## src/rtl/instr_fetch_queue_if.sv

```systemverilog
// Handshake bundle between the fetch queue, instruction memory, Ex redirect and IF/ID.
// The master modport is the fetch queue side.
interface instr_fetch_queue_if;
  logic        redirect_i;
  logic [31:0] redirect_pc_i;
  logic        mem_req_valid;
  logic        mem_req_ready;
  logic [31:0] mem_req_addr;
  logic        mem_rsp_valid;
  logic [31:0] mem_rsp_inst;
  logic        out_valid;
  logic        out_ready;
  logic [31:0] out_pc;
  logic [31:0] out_inst;

  modport master (
    input  redirect_i, redirect_pc_i, mem_req_ready, mem_rsp_valid, mem_rsp_inst, out_ready,
    output mem_req_valid, mem_req_addr, out_valid, out_pc, out_inst
  );

  modport slave (
    output redirect_i, redirect_pc_i, mem_req_ready, mem_rsp_valid, mem_rsp_inst, out_ready,
    input  mem_req_valid, mem_req_addr, out_valid, out_pc, out_inst
  );
endinterface

```

## src/rtl/instr_fetch_queue.sv

```systemverilog
// Instruction prefetch queue: credit-limited sequential fetch into a DEPTH-entry {pc, inst} FIFO,
// with flush on redirect and dropping of responses that were in flight at the redirect.
module instr_fetch_queue #(
  parameter int          DEPTH    = 4,
  parameter logic [31:0] RESET_PC = 32'h0
) (
  input logic                clk,
  input logic                rst,
  instr_fetch_queue_if.master bus
);
  localparam int AW = $clog2(DEPTH);
  localparam int CW = AW + 1;
  localparam int SW = CW + 1;

  logic [31:0]   r_fetch_pc;
  logic [31:0]   r_rsp_pc;
  logic [AW-1:0] r_wr_ptr;
  logic [AW-1:0] r_rd_ptr;
  logic [CW-1:0] r_count;
  logic [CW-1:0] r_outstanding;
  logic [CW-1:0] r_drop_cnt;
  logic [31:0]   r_pc_mem   [DEPTH];
  logic [31:0]   r_inst_mem [DEPTH];

  logic [SW-1:0] w_credit_used;
  logic          w_req_valid;
  logic          w_accept;
  logic          w_not_empty;
  logic          w_out_valid;
  logic          w_pop;
  logic          w_drop;
  logic          w_push;

  // Occupancy plus in-flight requests never exceeds DEPTH, so a response always has a slot.
  assign w_credit_used = {1'b0, r_count} + {1'b0, r_outstanding};
  assign w_req_valid   = !rst && !bus.redirect_i && (w_credit_used < SW'(DEPTH));
  assign w_accept      = w_req_valid && bus.mem_req_ready;
  assign w_not_empty   = (r_count != '0);
  assign w_out_valid   = w_not_empty && !bus.redirect_i;
  assign w_pop         = w_out_valid && bus.out_ready;
  assign w_drop        = bus.mem_rsp_valid && (r_drop_cnt != '0);
  assign w_push        = bus.mem_rsp_valid && !w_drop && !bus.redirect_i;

  assign bus.mem_req_valid = w_req_valid;
  assign bus.mem_req_addr  = r_fetch_pc;
  assign bus.out_valid     = w_out_valid;
  assign bus.out_pc        = w_not_empty ? r_pc_mem[r_rd_ptr]   : 32'h0;
  assign bus.out_inst      = w_not_empty ? r_inst_mem[r_rd_ptr] : 32'h0;

  always_ff @(posedge clk or posedge rst) begin
    if (rst) begin
      r_fetch_pc    <= RESET_PC;
      r_rsp_pc      <= RESET_PC;
      r_wr_ptr      <= '0;
      r_rd_ptr      <= '0;
      r_count       <= '0;
      r_outstanding <= '0;
      r_drop_cnt    <= '0;
    end else if (bus.redirect_i) begin
      // Everything still in flight after this cycle is stale and must be discarded on arrival.
      r_fetch_pc    <= bus.redirect_pc_i;
      r_rsp_pc      <= bus.redirect_pc_i;
      r_wr_ptr      <= '0;
      r_rd_ptr      <= '0;
      r_count       <= '0;
      r_outstanding <= r_outstanding - CW'(bus.mem_rsp_valid);
      r_drop_cnt    <= r_outstanding - CW'(bus.mem_rsp_valid);
    end else begin
      if (w_accept) begin
        r_fetch_pc <= r_fetch_pc + 32'd4;
      end
      if (w_accept && !bus.mem_rsp_valid) begin
        r_outstanding <= r_outstanding + CW'(1);
      end else if (!w_accept && bus.mem_rsp_valid) begin
        r_outstanding <= r_outstanding - CW'(1);
      end
      if (w_drop) begin
        r_drop_cnt <= r_drop_cnt - CW'(1);
      end
      if (w_push) begin
        r_rsp_pc <= r_rsp_pc + 32'd4;
        r_wr_ptr <= r_wr_ptr + AW'(1);
      end
      if (w_pop) begin
        r_rd_ptr <= r_rd_ptr + AW'(1);
      end
      if (w_push && !w_pop) begin
        r_count <= r_count + CW'(1);
      end else if (!w_push && w_pop) begin
        r_count <= r_count - CW'(1);
      end
    end
  end

  always_ff @(posedge clk) begin
    if (w_push) begin
      r_pc_mem[r_wr_ptr]   <= r_rsp_pc;
      r_inst_mem[r_wr_ptr] <= bus.mem_rsp_inst;
    end
  end
endmodule

```

## src/flat_wrapper.sv

```systemverilog
// flat-port wrapper written by rule: the top's interface ports become plain ports
module instr_fetch_queue_flat 
#(
  parameter int          DEPTH    = 4,
  parameter logic [31:0] RESET_PC = 32'h0
)
  (clk, rst, bus_redirect_i, bus_redirect_pc_i, bus_mem_req_ready, bus_mem_rsp_valid, bus_mem_rsp_inst, bus_out_ready, bus_mem_req_valid, bus_mem_req_addr, bus_out_valid, bus_out_pc, bus_out_inst);
  instr_fetch_queue_if bus_i ();
  input logic clk;
  input logic rst;
  input wire logic [$bits(bus_i.redirect_i)-1:0] bus_redirect_i;
  input wire logic [$bits(bus_i.redirect_pc_i)-1:0] bus_redirect_pc_i;
  input wire logic [$bits(bus_i.mem_req_ready)-1:0] bus_mem_req_ready;
  input wire logic [$bits(bus_i.mem_rsp_valid)-1:0] bus_mem_rsp_valid;
  input wire logic [$bits(bus_i.mem_rsp_inst)-1:0] bus_mem_rsp_inst;
  input wire logic [$bits(bus_i.out_ready)-1:0] bus_out_ready;
  output wire logic [$bits(bus_i.mem_req_valid)-1:0] bus_mem_req_valid;
  output wire logic [$bits(bus_i.mem_req_addr)-1:0] bus_mem_req_addr;
  output wire logic [$bits(bus_i.out_valid)-1:0] bus_out_valid;
  output wire logic [$bits(bus_i.out_pc)-1:0] bus_out_pc;
  output wire logic [$bits(bus_i.out_inst)-1:0] bus_out_inst;
  assign bus_i.redirect_i = bus_redirect_i;
  assign bus_i.redirect_pc_i = bus_redirect_pc_i;
  assign bus_i.mem_req_ready = bus_mem_req_ready;
  assign bus_i.mem_rsp_valid = bus_mem_rsp_valid;
  assign bus_i.mem_rsp_inst = bus_mem_rsp_inst;
  assign bus_i.out_ready = bus_out_ready;
  assign bus_mem_req_valid = bus_i.mem_req_valid;
  assign bus_mem_req_addr = bus_i.mem_req_addr;
  assign bus_out_valid = bus_i.out_valid;
  assign bus_out_pc = bus_i.out_pc;
  assign bus_out_inst = bus_i.out_inst;
  instr_fetch_queue #(.DEPTH(DEPTH), .RESET_PC(RESET_PC)) u_core (.clk(clk), .rst(rst), .bus(bus_i));
endmodule
```

## config.mk

```make
export PLATFORM = sky130hd
export DESIGN_NAME = instr_fetch_queue_flat
export DESIGN_NICKNAME = d
export VERILOG_FILES = /design/src/rtl/instr_fetch_queue_if.sv /design/src/rtl/instr_fetch_queue.sv /design/src/flat_wrapper.sv
export SDC_FILE = /design/constraint.sdc
export NUM_CORES = 1
export LEC_CHECK = 0
export ABC_CLOCK_PERIOD_IN_PS = 3700
export CAP_MARGIN = 20
export CORE_AREA = 3 3 169 171
export DETAILED_ROUTE_END_ITERATION = 10
export DIE_AREA = 0 0 172 174
export PLACE_DENSITY = 0.75
export SYNTH_ARGS = -nofsm -noshare
export SYNTH_HDL_FRONTEND = slang
export SYNTH_SLANG_ARGS = --single-unit
export TNS_END_PERCENT = 1
```

## constraint.sdc

```tcl
create_clock -name clk -period 3.7 [get_ports clk]
set_input_delay 0.74 -clock clk [delete_from_list [all_inputs] [get_ports clk]]
set_output_delay 0.74 -clock clk [all_outputs]
set_load 0.005 [all_outputs]
```

Word-level counts from Yosys, hierarchy flattened --
Memory sizes are Yosys's and may differ from the RTL's. Cells that the tools add are included.
Cells by class: add/sub/neg operators 11, $lt $le $gt $ge 1, mux-type cells 20, reduce and logical (&&, ||, !) cells 27
Operators with widths (number):
- $mux 32 | 6
- $add 32x3->32 const B | 2
- $mux 3 | 8
- $logic_and 1x1->1 | 12
- $reduce_bool 3->1 | 4
- $sub 3x1->3 const B | 3
- $mux 2 | 4
- $reduce_bool 2->1 | 4
- $logic_not 1->1 | 7
- $add 3x1->3 const B | 2
- $add 2x1->2 const B | 2
- $add 3x3->4 | 1
- $lt 4x3->1 const B | 1
- $sub 3x1->3 | 1
- $mux 1 | 2
Word-level totals: register bits after elaboration 77, bits in writable memories 256, output and inout port bits 98, logic and storage cells 68, memories 2
Memory list:
- u_core.r_inst_mem | depth 4, bits a word 32, rd ports 1, clocked after Yosys merged registers in 0, write ports 1, line instr_fetch_queue.sv:23 | logic [31:0] r_inst_mem [DEPTH];
- u_core.r_pc_mem | depth 4, bits a word 32, rd ports 1, clocked after Yosys merged registers in 0, write ports 1, line instr_fetch_queue.sv:22 | logic [31:0] r_pc_mem [DEPTH];

Longest topological paths before layout --
Gate-level depths: netlist of the first run.
word-level depth 10, mapped depth 11

Least setup slack after synthesis of the first run --
No wires, ideal clock.
path type in2reg, start input port bus_mem_rsp_valid, end memory u_core.r_inst_mem[0][0] (enable), setup time 429 ps, arrival 2909 ps, data required time 3271 ps, slack 362 ps, stages on the path 5, buffers on the path 2, cell sequence buf_2 -> nand3b_1 -> buf_2 -> nor2_1 -> and2_1
Between the ends: cells in the longest elaborated chain, start to end 6
RTL lines:
- start, declared | line flat_wrapper.sv:14 | input wire logic [$bits(bus_i.mem_rsp_valid)-1:0] bus_mem_rsp_valid;
- $logic_and 1x1->1 | line instr_fetch_queue.sv:41 | assign w_drop = bus.mem_rsp_valid && (r_drop_cnt != '0);
- $logic_not 1->1 | line instr_fetch_queue.sv:42 | assign w_push = bus.mem_rsp_valid && !w_drop && !bus.redirect_i;
- $logic_and 1x1->1 (*) (2 in series) | line instr_fetch_queue.sv:42
- $mux 1 (*) | line instr_fetch_queue.sv:96 | if (w_push) begin
- $mux 1 (not written as such) (*) | line instr_fetch_queue.sv:98 | r_inst_mem[r_wr_ptr] <= bus.mem_rsp_inst;
- end, declared | line instr_fetch_queue.sv:23
Every way passes the cells marked *; elsewhere a longest branch is shown, timed or not.

Worst setup path after layout of the first run --
start register u_core.r_rd_ptr[0], end output port bus_out_pc[29]
Between the ends: cells in the longest elaborated chain, start to end 2
RTL lines:
- start, declared | line instr_fetch_queue.sv:18 | logic [AW-1:0] r_rd_ptr;
- start signal, assigned | line instr_fetch_queue.sv:85 | r_rd_ptr <= r_rd_ptr + AW'(1);
- $mem_v2 4x32
- $mux 32 | line instr_fetch_queue.sv:47 | assign bus.out_pc = w_not_empty ? r_pc_mem[r_rd_ptr] : 32'h0;
- end, declared | line flat_wrapper.sv:20 | output wire logic [$bits(bus_i.out_pc)-1:0] bus_out_pc;
No other way between the ends.

==> impl_results.md, run 1 <==
* Status: finished, final reports clean
* Fraction of layout cells with a size suffix above 1 at 0.1514
* Die Wd at 172 um
* Placed Instances at 1,371
* Clock group share of total power at 0.301
* Final worst path period share at 0.9214
* Worst r2r src: u_core.r_count[0]
* Avg Synthesized Cell Area at approximately 16 um2
* I/O pins at 168
* Reg clk slew, reported paths at approximately 60 ps
* Hold Buf Count CTS at 0
* Worst Path Max Fanout at 19
* Setup bufs post-CTS at 0
* Remaining antenna violation count at 0
* Layout area overhead at 22.31%
* Non-filler instance count after layout at between 1,000 and 1,500
* Pwr dens at 600.1 nW/um2
* Distinct cells, synth at 62
* R2r setup slk at roughly 950 ps
* Net count, final at 1,150
* H-tree Lvls at 2
* Final Hold Fails at 0
* Reg2reg end: u_core.r_count[2]
* Post-cts resize count at 0
* Initial core utilization at 0.5229
* DRC violations left at 0
* Routed len/inst at about 20 um
* Mux cell area share after synthesis at 0.1089
* Pins Over Slew Limit at 0
* Arrival @ worst endpoint at about 2700 ps
* Total CTS buffers at 34
* # diodes at 0
* Commonest cells post-synth: edfxtp_1 (256), dfrtp_1 (77), and2_1 (74)
* Critical Path Sink Type: output pin
* CORE AREA at about 27,000 um2
* MaxCap Viol Count at 0
* CP Class: reg2out
* Routed WL at between 20,000 and 30,000 um
* First-pass GRT wire length at about 47,000 um
* Post-synthesis compound-gate area fraction at 0.04303
* Register bit total from synthesis at approximately 330
* First-pass DRT Iterations at 5
* Tmin final at 3409 ps
* Setup TNS at 0 ps
* Initial detailed-routing violation count at roughly 770
* Netlist Area Pre-Place at between 10,000 and 15,000 um2
* Switch share at 0.2581
* Slew margin rel. at 0.3964
* Worst setup path startpoint: u_core.r_rd_ptr[0]
* Worst hold path class: reg2reg
* Synth area leader: edfxtp_1
* Most common cell in the netlist: edfxtp_1
* Sequential fraction of the synthesis area at 0.6803
* Capture point of the critical path: bus_out_pc[29]
* RSZ-0062 raised after global routing: no
* Synth top area cells: edfxtp_1 (54%), dfrtp_1 (14%), mux4_2 (10%)
* Switching power total at approximately 2.7 mW
* Synth Area in Simple Gates at 0.1066
* Yosys warning count at 0
* Total clock sinks at ~330
* FMAX at ~290 MHz
* LEAKAGE at about 6 nW
* Yosys top cell area share at 0.5440
* Largest net degree at the start of global routing at between 70 and 80
* Final WS setup at 290.7 ps
* Vias in the first global route at 8,432
* CTS tree: done
* Die Height at 174 um
* Synth Area in XOR/XNOR at 0.02727
* Number of fill cells at 1,942
* Final setup violation count at 0
* Via count at 8,221
* Initial antenna violation count at 0
* Syn_nets at approximately 970
* Comb power frac at 0.258
* PortBufs at 167
* Worst Skew at approximately 20 ps
* FFs w/ async S/R, synth at 0.2312
* GP Congestion at ~0.87
* Adder-cell share of the synthesized area at 0.01346
* GRT overflow at 0
* Clk_lat worst skew at around 510 ps
* Internal at ~7.7 mW
* Worst-Margin Slew at 905.4 ps
* Number of synthesized flops with an enable pin at between 200 and 300
* Reg2reg path depth at 8
* Cells after Synth at about 880
* Row Count at 60
* Dpl ws at 704.8 ps
* Die area at around 30,000 um2
* Max clock buf depth at 3
* VDD IR max at about 0.00032 V
* Via density at approximately 5.7
* CTS root buffer: clkbuf_16
* Most used DFF post-synth: edfxtp_1
* Worst Path Required at 2960 ps
* HPWL Detailed at approximately 19,000 um
* Worst setup SP type: register
* Combinational family with the most area after synthesis: multiplexers
* All-Layer GR Usage at 0.2003
* Reg power frac at 0.440
-- routing by layer --
| metal | routed length [um] | part of all wire | up-vias | global-route usage |
|---|---|---|---|---|
| met5 | 0 | 0 | - | 0 |
| met4 | 373 | 0.013 | 0 | 0.04092 |
| met3 | 1952 | 0.067 | 34 | 0.03980 |
| met2 | 14200 | 0.48 | 297 | 0.3195 |
| met1 | 12810 | 0.44 | 4134 | 0.2917 |
| li1 | - | - | 3756 | - |
-- final cells by class --
type	count	area (um2)	area share
Sequential cell	333	9619	0.5565
Multi-Input combinational cell	489	4235	0.2450
Timing Repair Buffer	189	1919	0.1110
Clock buffer	47	920.9	0.05328
Tap cell	341	426.7	0.02468
Clock inverter	13	92.59	0.005357
Inverter	19	71.32	0.004126
-- kinds of logic after synthesis --
group / Yosys count
AO/OA/AOI/OAI: 95
XOR/XNOR: 44
adder cells (fa/ha/maj): 14
buffers and inverters: 62
flip-flops: 333
multiplexers: 73
AND/OR/NAND/NOR: 263
-- how the worst min path moves through the flow --
stage,startpoint,to,slack (ps),depth (start not counted)
2_1_floorplan,u_core.r_rsp_pc[0],u_core.r_pc_mem[0][0],480,0
3_3_place_gp,u_core.r_rsp_pc[0],u_core.r_pc_mem[2][0],490,0
3_5_place_dp,u_core.r_rsp_pc[1],u_core.r_pc_mem[0][1],520,0
4_1_cts,u_core.r_rsp_pc[1],u_core.r_pc_mem[3][1],530,0
5_1_grt,u_core.r_rsp_pc[1],u_core.r_pc_mem[0][1],560,0
6_report,u_core.r_rsp_pc[1],u_core.r_pc_mem[3][1],520,0
-- stage by stage --
step	power (mW)	util	cell area, um2	hold WS (ps)
detailed placement	7.369	0.6021	16270	522.1
finish	10.37	0.6396	17290	519.7
global placement	7.316	0.6021	16270	494.8
floorplan	6.113	-	14130	476.0
global route	10.92	0.6396	17290	557.8
CTS	10.53	0.6396	17290	528.5
-- layout by cell type, fill, tap and decap left out, types with 4 or more instances in the layout --
cell type	synthesis	layout
edfxtp_1	256	256
clkdlybuf4s50_1	0	166
dfrtp_1	77	75
and2_1	74	70
mux4_2	64	64
nand2_1	59	59
o21ai_0	36	36
clkbuf_16	0	35
nor2_1	30	30
xor2_1	30	30
nand3_1	28	28
nand4_1	26	26
inv_1	19	18
buf_4	2	15
xnor2_1	14	14
o21ai_1	12	12
ha_1	12	12
clkbuf_1	21	12
o211ai_1	10	10
and3_1	8	8
buf_12	0	7
nand2b_1	6	6
mux2_2	6	6
a21oi_1	5	5
o311ai_1	5	5
clkinv_1	0	5
and2_2	0	4
a31oi_1	4	4
clkinv_2	0	4
-- power groups by stage --
stage	logic [mW]	registers, mW	clock network (mW)
finish	2.68	4.57	3.13
global route	2.95	4.60	3.36
global placement	2.70	4.62	0
floorplan	1.58	4.53	0
detailed placement	2.73	4.63	0
CTS	2.75	4.56	3.21
-- critical path: stages, from the launching register on --
cell	delay [ps]
dfrtp_4	550
buf_4	400
mux4_2	600
and2_1	180
clkdlybuf4s50_1	440
-- flip-flops by register name, indices dropped and copies added (netlist names) --
register                 cells
u_core.bus.mem_req_addr     32
u_core.r_count               3
u_core.r_drop_cnt            3
u_core.r_inst_mem          128
u_core.r_outstanding         3
u_core.r_pc_mem            128
u_core.r_rd_ptr              2
u_core.r_rsp_pc             32
u_core.r_wr_ptr              2
Power figures use the tool's default switching activity.
==> run 2, diff against run 1 <==
--- a/config.mk
+++ b/config.mk
@@ -11,6 +11,7 @@
 export DETAILED_ROUTE_END_ITERATION = 10
 export DIE_AREA = 0 0 172 174
 export PLACE_DENSITY = 0.75
+export SLEW_MARGIN = 20
 export SYNTH_ARGS = -nofsm -noshare
 export SYNTH_HDL_FRONTEND = slang
 export SYNTH_SLANG_ARGS = --single-unit
==> results of run 2 <==
Final layout, timing and power as in run 1 (identical DEF).
==> run 3, diff against run 2 <==
--- a/config.mk
+++ b/config.mk
@@ -5,12 +5,14 @@
 export SDC_FILE = /design/constraint.sdc
 export NUM_CORES = 1
 export LEC_CHECK = 0
+export ABC_AREA = 1
 export ABC_CLOCK_PERIOD_IN_PS = 3700
 export CAP_MARGIN = 20
-export CORE_AREA = 3 3 169 171
+export CORE_AREA = 3 3 176 178
+export CTS_CLUSTER_SIZE = 16
 export DETAILED_ROUTE_END_ITERATION = 10
-export DIE_AREA = 0 0 172 174
-export PLACE_DENSITY = 0.75
+export DIE_AREA = 0 0 179 181
+export PLACE_DENSITY = 0.74
 export SLEW_MARGIN = 20
 export SYNTH_ARGS = -nofsm -noshare
 export SYNTH_HDL_FRONTEND = slang
==> run 3 against run 2 <==
Sequential cell count stayed put; synthesized cell count is 77% higher; global-route usage is 3.3 points higher; total power is 12% higher; critical path type unchanged; via count is 43% higher; area after synthesis is 7.9% higher; non-clock buffer count stayed put; worst hold slack worse by 42 ps; final area is 6.9% higher; critical path depth is 2 higher; combinational power is 37% higher.
==> impl_results.md, run 3 <==
* Net count, final at 1,809 (was 1,150)
* Vias in the first global route at 11,460 (was 8,432)
* Cells after Synth at 1,565 (was 884)
* Hold Buf Count CTS at 0 (unchanged)
* Die Height at 181 um (was 174 um)
* Most used cell, CP: buf_4
* LEAKAGE at 6.955 nW (was 5.902 nW)
* Synth area leader: edfxtp_1 (unchanged)
* Netlist Area Pre-Place at 15,240 um2 (was 14,130 um2)
* Final setup violation count at 0 (unchanged)
* Remaining antenna violation count at 0 (unchanged)
* RSZ-0062 raised after global routing: no (unchanged)
* Worst path max stage delay at 510 ps (was 600 ps)
* Initial antenna violation count at 0 (unchanged)
* Pins Over Slew Limit at 0 (unchanged)
* Synth top area cells: edfxtp_1 (50%), dfrtp_1 (13%), nor2_1 (8.6%) (was edfxtp_1 (54%), dfrtp_1 (14%), mux4_2 (10%))
* Slew margin rel. at 0.4687 (was 0.3964)
* CTS tree: done (unchanged)
* Initial detailed-routing violation count at 849 (was 768)
* Most used DFF post-synth: edfxtp_1 (unchanged)
* Yosys warning count at 0 (unchanged)
* Tmin final at 3269 ps (was 3409 ps)
* Internal at 7.903 mW (was 7.695 mW)
* Placed Instances at 2,078 (was 1,371)
* Routed WL at 38,130 um (was 29,340 um)
* CP Class: reg2out (unchanged)
* Routed len/inst at 17.83 um (was 20.50 um)
* Reg clk slew, reported paths at 60 ps (about the same)
* VDD IR max at 0.0003485 V (was 0.0003170 V)
* Yosys top cell area share at 0.5044 (was 0.5440)
* CORE AREA at 29,560 um2 (was 27,030 um2)
* Total power at 11.62 mW (was 10.37 mW)
* Avg Synthesized Cell Area at 9.739 um2 (was 15.99 um2)
* Distinct cells, synth at 39 (was 62)
* # diodes at 0 (unchanged)
* Worst Path Required at 2960 ps (about the same)
* Most common cell in the netlist: nor2_1 (was edfxtp_1)
* Worst Skew at 22.77 ps (was 20.05 ps)
* H-tree Lvls at 2 (unchanged)
* Via count at 11,720 (was 8,221)
* Arrival @ worst endpoint at 2530 ps (was 2670 ps)
* PortBufs at 167 (unchanged)
* Sequential fraction of the synthesis area at 0.6308 (was 0.6803)
* CP max stage cell: clkdlybuf4s50_1 (was mux4_2)
* Status: finished, final reports clean (unchanged)
* Clk_lat worst skew at 520 ps (was 510 ps)
* FFs w/ async S/R, synth at 0.2312 (unchanged)
* Layout area overhead at 21.22% (was 22.31%)
* Switch share at 0.3199 (was 0.2581)
* Total clock sinks at 333 (unchanged)
* Post-cts resize count at 0 (unchanged)
* Setup bufs post-CTS at 0 (unchanged)
* Most common cell after layout, fill and taps aside: nor2_1 (was edfxtp_1)
* Register bit total from synthesis at 333 (unchanged)
* CTS root buffer: clkbuf_16 (unchanged)
* Final Hold Fails at 0 (unchanged)
* Row Count at 63 (was 60)
* Die area at 32,400 um2 (was 29,930 um2)
* Max clock buf depth at 3 (unchanged)
* Total CTS buffers at 35 (was 34)
* FMAX at 305.9 MHz (was 293.3 MHz)
* Largest net degree at the start of global routing at 129 (was 78)
* Clock group share of total power at 0.281 (was 0.301)
* Pwr dens at 629.0 nW/um2 (was 600.1 nW/um2)
* HPWL Detailed at 24,420 um (was 18,830 um)
* Final worst path period share at 0.8835 (was 0.9214)
* Regs by FF count: u_core.r_inst_mem (128), u_core.r_pc_mem (128) (unchanged)
* Fraction of layout cells with a size suffix above 1 at 0.06346 (was 0.1514)
* Non-filler instance count after layout at 2,139 (was 1,431)
* MaxCap Viol Count at 0 (unchanged)
* Commonest non-fill, non-tap cells in the layout: nor2_1 (345), nand2_1 (285), edfxtp_1 (256) (was edfxtp_1 (256), clkdlybuf4s50_1 (166), dfrtp_1 (75))
* CP cell instances: buf_4 > buf_4 > nor2_1 > o21ai_0 > a21oi_1 > clkdlybuf4s50_1 (was buf_4 > mux4_2 > and2_1 > clkdlybuf4s50_1)
* Initial core utilization at 0.5156 (was 0.5229)
* Number of synthesized flops with an enable pin at 256 (unchanged)
* Critical Path Sink Type: output pin (unchanged)
* Reg power frac at 0.403 (was 0.440)
* Commonest cells post-synth: nor2_1 (349), nand2_1 (285), edfxtp_1 (256) (was edfxtp_1 (256), dfrtp_1 (77), and2_1 (74))
* Worst-Margin Slew at 790.9 ps (was 905.4 ps)
* First-pass DRT Iterations at 5 (unchanged)
* Worst Path Max Fanout at 38 (was 19)
* Syn_nets at 1,649 (was 968)
* Via density at 5.478 (was 5.745)
* Die Wd at 179 um (was 172 um)
* I/O pins at 168 (unchanged)
* Worst hold path class: reg2reg (unchanged)
* GRT overflow at 0 (unchanged)
* DRC violations left at 0 (unchanged)
* Worst setup SP type: register (unchanged)
* GP Congestion at 0.9396 (was 0.8674)
* Comb power frac at 0.316 (was 0.258)
* All-Layer GR Usage at 0.2331 (was 0.2003)
* Switching power total at 3.718 mW (was 2.677 mW)
* First-pass GRT wire length at 59,790 um (was 46,840 um)
## run 3: changes by cell type after synthesis, moves of 32 or more
cell,change
nor2_1,+319
nand2_1,+226
o21ai_0,+131
inv_1,+82
a21oi_1,+73
and2_1,-73
mux4_2,-64
nand3_1,+32
## run 3: path summary, 6_finish.rpt
kind                                            start                          to  slack [ps]  cells after the start
hold reg to reg            u_core.bus.mem_req_addr[0]  u_core.bus.mem_req_addr[0]         480                      2
setup reg to reg              u_core.r_outstanding[2]     u_core.r_outstanding[2]        1260                     12
min in group asynchronous                         rst     u_core.r_outstanding[1]         640                      3
setup / recovery                   u_core.r_rd_ptr[1]              bus_out_pc[11]         430                      6
hold / removal             u_core.bus.mem_req_addr[0]  u_core.bus.mem_req_addr[0]         480                      2
max in group asynchronous                         rst          u_core.r_rd_ptr[0]        1930                      4
## run 3: logic make-up after synthesis
| group | count (synthesis) | synth area share |
|---|---|---|
| AND/OR/NAND/NOR | 746 | 0.2023 |
| flip-flops | 333 | 0.6308 |
| buffers and inverters | 171 | 0.04564 |
| adder cells (fa/ha/maj) | 14 | 0.01248 |
| XOR/XNOR | 22 | 0.01264 |
| AO/OA/AOI/OAI | 279 | 0.09621 |
## run 3: routing by layer
metal | part of all wire | wire length [um] | vias to the layer above | global-route usage
met1 | 0.42 | 15990 | 5581 | 0.3120
met4 | 0.028 | 1081 | 0 | 0.07700
li1 | - | - | 5582 | -
met2 | 0.48 | 18210 | 486 | 0.3864
met3 | 0.075 | 2851 | 69 | 0.04098
met5 | 0 | 0 | - | 0
## run 3: layout make-up
class                           count  area, um2
Fill cell                        2373      11080
Sequential cell                   333       9619
Multi-Input combinational cell   1061       4962
Timing Repair Buffer              189       1944
Clock buffer                       52       1001
Tap cell                          390      488.0
Inverter                          105      397.9
Clock inverter                      9      63.81
## run 3: power by group through the flow
stage | Clock [mW] | Sequential [mW] | Combinational, mW
after floorplan | 0 | 4.63 | 1.92
after global placement | 0 | 4.73 | 3.61
after detailed placement | 0 | 4.74 | 3.69
after CTS | 3.31 | 4.67 | 3.71
after global routing | 3.45 | 4.72 | 4.08
final | 3.26 | 4.68 | 3.68
## run 3: metrics by stage
| stage | cell area (um2) | utilization | worst slack (ps) | hold WS (ps) | setup TNS [ps] |
|---|---|---|---|---|---|
| final | 18480 | 0.6251 | 431.1 | 478.0 | 0 |
| after global routing | 18480 | 0.6251 | 257.2 | 498.7 | 0 |
| after CTS | 18480 | 0.6251 | 393.4 | 476.6 | 0 |
| after detailed placement | 17410 | 0.5890 | 835.3 | 461.9 | 0 |
| after global placement | 17410 | 0.5890 | 870.8 | 461.0 | 0 |
| after floorplan | 15240 | - | -515.6 | 465.4 | -132220 |
## run 3: worst max-delay path, delay by kind of cell (launching register included)
kind	cells	cell delay, ps
buffers and inverters	3	1350
DFF	1	370
AOI/OAI and AO/OA	2	210
and+or+nand+nor	1	90
